<file path="src/rtl/rv_fetch_pkg.sv">
// rv_fetch_pkg: shared fetch-side defaults and instruction-bus bundle types.
// Used by rv_fetch_req and its neighbours on the instruction bus.
package rv_fetch_pkg;

  localparam int unsigned RV_FETCH_RESET_ADDR = 0;
  localparam int unsigned RV_FETCH_ABITS      = 16;
  localparam int unsigned RV_FETCH_DBITS      = 32;

  typedef struct packed {
    logic                      req;
    logic [RV_FETCH_ABITS-3:0] addr;
  } ibus_req_t;

  typedef struct packed {
    logic                      ack;
    logic                      rvalid;
    logic [RV_FETCH_DBITS-1:0] rdata;
  } ibus_rsp_t;

endpackage

</file>
<file path="src/rtl/rv_fetch_req_add.sv">
// rv_fetch_req_add: plain wrap-around adder.
// Ports: i_op1, i_op2 operands; o_sum = i_op1 + i_op2 (mod 2**WIDTH).
module rv_fetch_req_add #(
  parameter int WIDTH = 14
) (
  input  logic [WIDTH-1:0] i_op1,
  input  logic [WIDTH-1:0] i_op2,
  output logic [WIDTH-1:0] o_sum
);

  assign o_sum = i_op1 + i_op2;

endmodule

</file>
<file path="src/rtl/rv_fetch_req.sv">
// rv_fetch_req: issues word reads, tracks in-flight responses, pushes into
// the fetch buffer only with guaranteed space; flushes/retargets on redirect.
// Ports: i_redirect/i_redirect_pc (half units), i_buf_free, bus o_req/o_addr/
// i_ack/i_rvalid/i_rdata, buffer o_push/o_data/o_flush/o_pc.
module rv_fetch_req
  import rv_fetch_pkg::*;
#(
  parameter int          IADDR_SPACE_BITS = 16,
  parameter int          WIDTH            = 32,
  parameter int          DEPTH_BITS       = 2,
  parameter int          PEND_BITS        = 2,
  parameter int unsigned RESET_ADDR       = RV_FETCH_RESET_ADDR
) (
  input  logic                        i_clk,
  input  logic                        i_reset_n,
  input  logic                        i_redirect,
  input  logic [IADDR_SPACE_BITS-2:0] i_redirect_pc,
  input  logic [DEPTH_BITS:0]         i_buf_free,
  output logic                        o_req,
  output logic [IADDR_SPACE_BITS-3:0] o_addr,
  input  logic                        i_ack,
  input  logic                        i_rvalid,
  input  logic [WIDTH-1:0]            i_rdata,
  output logic                        o_push,
  output logic [WIDTH-1:0]            o_data,
  output logic                        o_flush,
  output logic [IADDR_SPACE_BITS-2:0] o_pc
);

  localparam int AW = IADDR_SPACE_BITS - 2;
  localparam int PW = IADDR_SPACE_BITS - 1;
  localparam int CW =
    ((PEND_BITS > DEPTH_BITS + 1) ? PEND_BITS : DEPTH_BITS + 1) + 1;
  localparam logic [PEND_BITS-1:0] PEND_MAX = '1;
  localparam logic [PW-1:0]        RST_PC   = PW'(RESET_ADDR);
  localparam logic [AW-1:0]        RST_WORD = RST_PC[PW-1:1];

  logic [AW-1:0]        fa;
  logic [AW-1:0]        req_addr;
  logic [AW-1:0]        inc;
  logic [AW-1:0]        tgt;
  logic [PEND_BITS-1:0] pend;
  logic [PEND_BITS-1:0] discard;
  logic [PEND_BITS-1:0] pend_next;
  logic [PEND_BITS-1:0] live_cnt;
  logic                 stale_hold;
  logic                 flush_r;
  logic [PW-1:0]        pc_r;
  logic                 fire;
  logic                 drop;

  rv_fetch_req_add #(
    .WIDTH (AW)
  ) u_inc (
    .i_op1 (req_addr),
    .i_op2 (AW'(1)),
    .o_sum (inc)
  );

  assign tgt       = i_redirect_pc[PW-1:1];
  assign live_cnt  = pend - discard;
  // A held (now stale) request must stay on the bus until accepted,
  // even through the flush cycle.
  assign o_req     = stale_hold |
                     (~flush_r &
                      (CW'(live_cnt) < CW'(i_buf_free)) &
                      (pend != PEND_MAX));
  assign fire      = o_req & i_ack;
  assign pend_next = pend + PEND_BITS'(fire) - PEND_BITS'(i_rvalid);
  assign drop      = i_rvalid & (discard != '0);

  assign o_addr  = req_addr;
  assign o_push  = i_rvalid & ~drop & ~i_redirect;
  assign o_data  = i_rdata;
  assign o_flush = flush_r;
  assign o_pc    = pc_r;

  always_ff @(posedge i_clk or negedge i_reset_n) begin
    if (!i_reset_n) begin
      fa         <= RST_WORD;
      req_addr   <= RST_WORD;
      pend       <= '0;
      discard    <= '0;
      stale_hold <= 1'b0;
      flush_r    <= 1'b1;
      pc_r       <= RST_PC;
    end else begin
      pend    <= pend_next;
      flush_r <= i_redirect;
      if (i_redirect) begin
        pc_r    <= i_redirect_pc;
        fa      <= tgt;
        discard <= pend_next;
        if (o_req & ~i_ack) begin
          stale_hold <= 1'b1;
        end else begin
          stale_hold <= 1'b0;
          req_addr   <= tgt;
        end
      end else begin
        discard <= discard - PEND_BITS'(drop)
                 + PEND_BITS'(stale_hold & fire);
        if (fire) begin
          stale_hold <= 1'b0;
          req_addr   <= stale_hold ? fa : inc;
          if (!stale_hold) fa <= inc;
        end
      end
    end
  end

endmodule

</file>
<file path="config.mk">
export PLATFORM = sky130hd
export DESIGN_NAME = rv_fetch_req
export DESIGN_NICKNAME = d
export VERILOG_FILES = /design/src/rtl/rv_fetch_pkg.sv /design/src/rtl/rv_fetch_req_add.sv /design/src/rtl/rv_fetch_req.sv
export SDC_FILE = /design/constraint.sdc
export NUM_CORES = 1
export LEC_CHECK = 0
export ABC_AREA = 1
export CAP_MARGIN = 20
export CORE_MARGIN = 3
export CORE_UTILIZATION = 45
export DETAILED_ROUTE_END_ITERATION = 10
export GPL_TIMING_DRIVEN = 1
export PLACE_DENSITY = 0.8
export SLEW_MARGIN = 20
export SYNTH_ARGS = -nofsm -noshare
export SYNTH_HDL_FRONTEND = slang
export SYNTH_HIERARCHICAL = 1
export SYNTH_SLANG_ARGS = --single-unit
</file>
<file path="constraint.sdc">
create_clock -name i_clk -period 3.2 [get_ports i_clk]
set_input_delay 0.96 -clock i_clk [delete_from_list [all_inputs] [get_ports i_clk]]
set_output_delay 0.96 -clock i_clk [all_outputs]
set_load 0.05 [all_outputs]
</file>
* Word-level counts from Yosys, hierarchy flattened
Cells that the tools add are included.
** Word-level totals
- Bits in registers :: 49
- Output and inout port bits :: 64
- Logic and storage cells :: 41
** Cells by class
- $add $sub $neg :: 6
- Magnitude comparators :: 1
- Eq/ne operators :: 2
- Mux-type cells :: 9
- Bitwise gates (word level) :: 13
- Reductions and logical operators :: 3
** Operators with widths (count)
- $mux W14 :: 5
- $add A14 B1 Y14 const B :: 1
- $and A1 B1 Y1 :: 8
- $add A2 B1 Y2 :: 2
- $ne A2 B2 Y1 const B :: 2
- $not A1 Y1 :: 4
- $reduce_bool A2 Y1 :: 2
- $sub A2 B1 Y2 :: 2
- $lt A2 B3 Y1 :: 1
- $mux W1 :: 3
- $mux W2 :: 1
- $reduce_and A2 Y1 :: 1
- $sub A2 B2 Y2 :: 1
- $or A1 B1 Y1 :: 1

* Longest topological paths before layout
- Word-level depth :: 9
- Mapped depth :: 18
- Mapped depth without buffers :: 17

* Hierarchy
The synthesis kept the hierarchy.
** Modules (own cells, without submodules)
- rv_fetch_req :: instances 1, cells each 311, area an instance 2585.0 um2, sequential area each 1227.4 um2
- rv_fetch_req_add :: instances 1, cells each 142, area an instance 774.5 um2, sequential area each 0.0 um2

* Worst setup path before layout
No wires, ideal clock.
- Path kind :: input -> output
- Start :: in i_redirect
- End :: out o_push
- Arrival time :: 2.842 ns
- Required time :: 2.240 ns
- Slack :: -0.602 ns
- Stages :: 3
- Path buffers :: 2
- Cell sequence :: buf_2 > buf_2 > nor4_1
** Between the ends
- Word-level cells in the longest chain between the ends :: 2
** RTL lines
- from (decl) :: line rv_fetch_req.sv:16 : input logic i_redirect,
- $not A1 Y1 :: line rv_fetch_req.sv:73 : assign o_push = i_rvalid & ~drop & ~i_redirect;
- $and A1 B1 Y1 :: line rv_fetch_req.sv:73
- to (decl) :: line rv_fetch_req.sv:24 : output logic o_push,
No other way between the ends.

* Final worst setup path
- Start :: in i_buf_free[1]
- End :: out o_req
** Between the ends
- Word-level cells in the longest chain between the ends :: 4
** RTL lines
- from (decl) :: line rv_fetch_req.sv:18 : input logic [DEPTH_BITS:0] i_buf_free,
- $lt A2 B3 Y1 :: line rv_fetch_req.sv:66 : (CW'(live_cnt) < CW'(i_buf_free)) &
- $and A1 B1 Y1 :: line rv_fetch_req.sv:65 : (~flush_r &
- $and A1 B1 Y1 :: line rv_fetch_req.sv:66
- $or A1 B1 Y1 :: line rv_fetch_req.sv:64 : assign o_req = stale_hold |
- to (decl) :: line rv_fetch_req.sv:19 : output logic o_req,
No other way between the ends.

==> results summary <==
The total number of nets in the final design came out at 565. The vertical extent of the die came out at 92.41 um. Compared with the post-synthesis result, the final layout area differs by 17.69%. Leaving out fill and tap cells, the most frequent cell in the layout is sky130_fd_sc_hd__nand2_1. Entering global routing, the biggest net connects 26 pins. Static timing analysis puts the maximum clock frequency at 0.3219 GHz. The total leakage power came out at 2.062 nW. The total power density per cell area is 952.2 nW/um^2.

The portion of netlist area occupied by mux cells came out at 0%. The overall global routing resource usage is 20.08%. The die covers 8539 um^2. The DRC marker count from the first detailed-route iteration came out at 167. The wire-length estimate of the detail-placed layout is 6220 um. The aggregate global routing overflow is 0. The kind of launch point of the worst setup path is a primary input. The placement row count came out at 30. The worst flop-to-flop path startpoint is discard[0].

The wire length of the first global-routing pass is 14,050 um. Across the run, the number of max-cap violations was 0. The capture point of the critical path is o_req. The placeable core region is 7019 um^2. The remaining design rule violation count is 0.

The number of levels the H-tree was split into came out at 2. The register clock-pin slew on the reported worst setup and hold paths is 0.09 ns. The final critical delay including setup and external delays came out at between 3 and 4 ns. The complex-gate fraction of the synthesized area is roughly 6.4%. The setup violation total in the final timing report came out at 0. The startpoint of the lowest-slack hold path is o_pc[0]. The data required time at the worst endpoint is 2.24 ns.

STA classifies the critical path endpoint as an output port. The adder-cell area share of the yosys netlist is 7.672%. The TritonCTS sink count is 49.

The number of vias per cell is 5.068. The clock network latency to the later pin of the worst-skew pair is 0.30 ns. The average detailed-routed wire length per instance came out at around 14 um. Of all nets on the critical path, the largest fanout is 2. The number of ports placed on the die boundary came out at 119. The peak ir drop on the vdd network came out at 0.0004515 V. 0 antenna diodes ended up in the layout. The share of the cycle needed by the critical path after routing is between 90% and 100%. In the layout the commonest cells are sky130_fd_sc_hd__nand2_1, sky130_fd_sc_hd__clkdlybuf4s50_1, sky130_fd_sc_hd__dfrtp_1. The synthesized netlist contains 29 unique library cells.

The run finished with clean final reports. The data arrival time of the worst path is 2.15 ns. The endpoint identified for the worst register-to-register timing path is discard[1]. The CTS tree is yes. The type of the worst min-delay path is reg2reg. During placement, the flow inserted port buffers numbering 54. TritonCTS created 5 clock buffers. The number of flip-flops and latches in the synthesized netlist is 49. The average instance in the mapped netlist occupies ~7.4 um^2. The detail route stage leaves a number of antenna-violating nets equal to 0.

The total number of vias came out at just under 3,000. CTS placed an instance of sky130_fd_sc_hd__clkbuf_8 at the clock tree root. The share of the yosys chip area belonging to registers came out at 36.54%. The maximum clock insertion buffer count is 2.

The number of cell instances on the worst register-to-register path is 17. The count of pins over their slew limit came out at 0. The initial utilization of the core area, before any placement, comes to 47.86%. The mapped netlist covers 3359 um^2. The final hold violation count came out at 0. The via count of the first global-routing pass is 3,024. The critical path starts at i_buf_free[1]. The number of detailed-route iterations in the first pass came out at 4. After synthesis, the largest family of logic cells by area is simple AND/OR/NAND/NOR gates. Summing the areas of all xor and xnor instances in the mapped netlist gives under 10% of the synthesized area. The final layout contains routed wiring with a total length of 8084 um.

The number of warnings issued by yosys came out at 6. The normalized max-slew margin is 61.39%. The setup clock skew after layout is 0.007429 ns. The slack of the worst reg-to-reg path is slightly above 0.3 ns. The slew at the pin closest to its max-slew limit is 0.5791 ns.

The final-layout worst hold slack is 0.4776 ns. The setup path with the least slack is of type in2out. The post-synthesis share of cell area spent on and, or, nand and nor gates came out at 31.47%.

At the placement stage, the worst setup path has a slack of around 0.0073 ns. The ratio of cells with drive above 1 in the final layout is 8.554%. The number of antenna violations at the first check in global routing came to 0.

The post-synthesis cell count came out at between 400 and 500. The global placer's final weighted congestion is 0.8521. The final worst slack is 0.09327 ns.

The die boundary width came out at a little over 90 um.
how the worst min path moves through the flow:
stage,cells after the start,slack [ns],end
global placement,2,0.45,o_pc[9]
finish,2,0.48,o_pc[0]
floorplan,2,0.48,fa[12]
detailed placement,2,0.46,o_pc[9]
CTS,2,0.48,o_pc[9]
global route,2,0.51,o_pc[0]
cells by family after synthesis:
family                   after synthesis
AND/OR/NAND/NOR                      244
buffers and inverters                 83
flip-flops                            49
AO/OA/AOI/OAI                         41
adder cells (fa/ha/maj)               20
XOR/XNOR                              14
other                                  2
sequential cells by signal, summed over array words and instances (netlist names):
name        count
discard         2
fa             14
o_addr         14
o_flush         1
o_pc           15
pend            2
stale_hold      1
per-layer routing:
layer | share of wire [%] | vias to the layer above | GRT usage [%] | wire length, um
met5 | 0 | - | 0 | 0
met4 | 1.3 | 0 | 5.817 | 104
met3 | 4.6 | 17 | 4.224 | 371
met2 | 52 | 67 | 36.13 | 4187
met1 | 42 | 1433 | 23.97 | 3419
li1 | - | 1458 | - | -
timing repair:
| action | in CTS | in global routing |
|---|---|---|
| setup buffers | 0 | 2 |
| gates resized for setup | 0 | 0 |
| endpoints found under the setup margin | 0 | 1 |
| hold buffers | 0 | 0 |
| endpoints found under the hold margin | 0 | 0 |
per-stage QoR:
stage                     total power [mW]  area, um^2  std cells  setup TNS (ns)  utilization, %
after floorplan                      2.754        3423        466               0               -
after global placement               3.178        3819        577               0           54.40
after detailed placement             3.243        3819        577               0           54.40
after CTS                            3.722        3939        585               0           56.11
after global routing                 4.087        3954        587       -0.006675           56.33
final                                3.765        3954        587               0           56.33
report_power, final:
group	switching (mW)	internal, mW
clock	0.211	0.254
combinational	1.44	0.820
sequential	0.195	0.841
critical path, cell delays in order:
cell                              delay (ns)
sky130_fd_sc_hd__clkdlybuf4s50_1        0.45
sky130_fd_sc_hd__inv_1                  0.04
sky130_fd_sc_hd__ha_1                   0.28
sky130_fd_sc_hd__nand3_1                0.09
sky130_fd_sc_hd__nand3_2                0.09
sky130_fd_sc_hd__nand2_4                0.09
sky130_fd_sc_hd__buf_12                 0.14
cells in the mapped netlist (all sizes together):
cell / count / area [um^2]
o21bai: 1 / 7.510
conb: 2 / 7.510
dfrtp: 48 / 1201
fa: 1 / 20.02
o21ai: 29 / 145.1
nand3: 42 / 230.2
nand4: 3 / 18.77
or2: 1 / 6.260
xor2: 5 / 43.79
nand2: 166 / 668.1
nor4: 1 / 6.260
clkinv: 1 / 3.750
xnor2: 9 / 78.83
a21oi: 11 / 62.56
ha: 19 / 237.7
inv: 36 / 135.1
nor3: 1 / 10.01
dfstp: 1 / 26.28
nor2: 30 / 117.6
buf: 46 / 332.8
cell type report:
class,count,area (um^2)
clock buffer,6,82.58
clock inverter,2,37.54
fill,654,3065
inverter,37,138.9
multi-input combinational,334,1724
sequential,49,1227
tap,96,120.1
timing repair buffer,63,623.1
No activity file was read; power rests on OpenSTA's default activity.
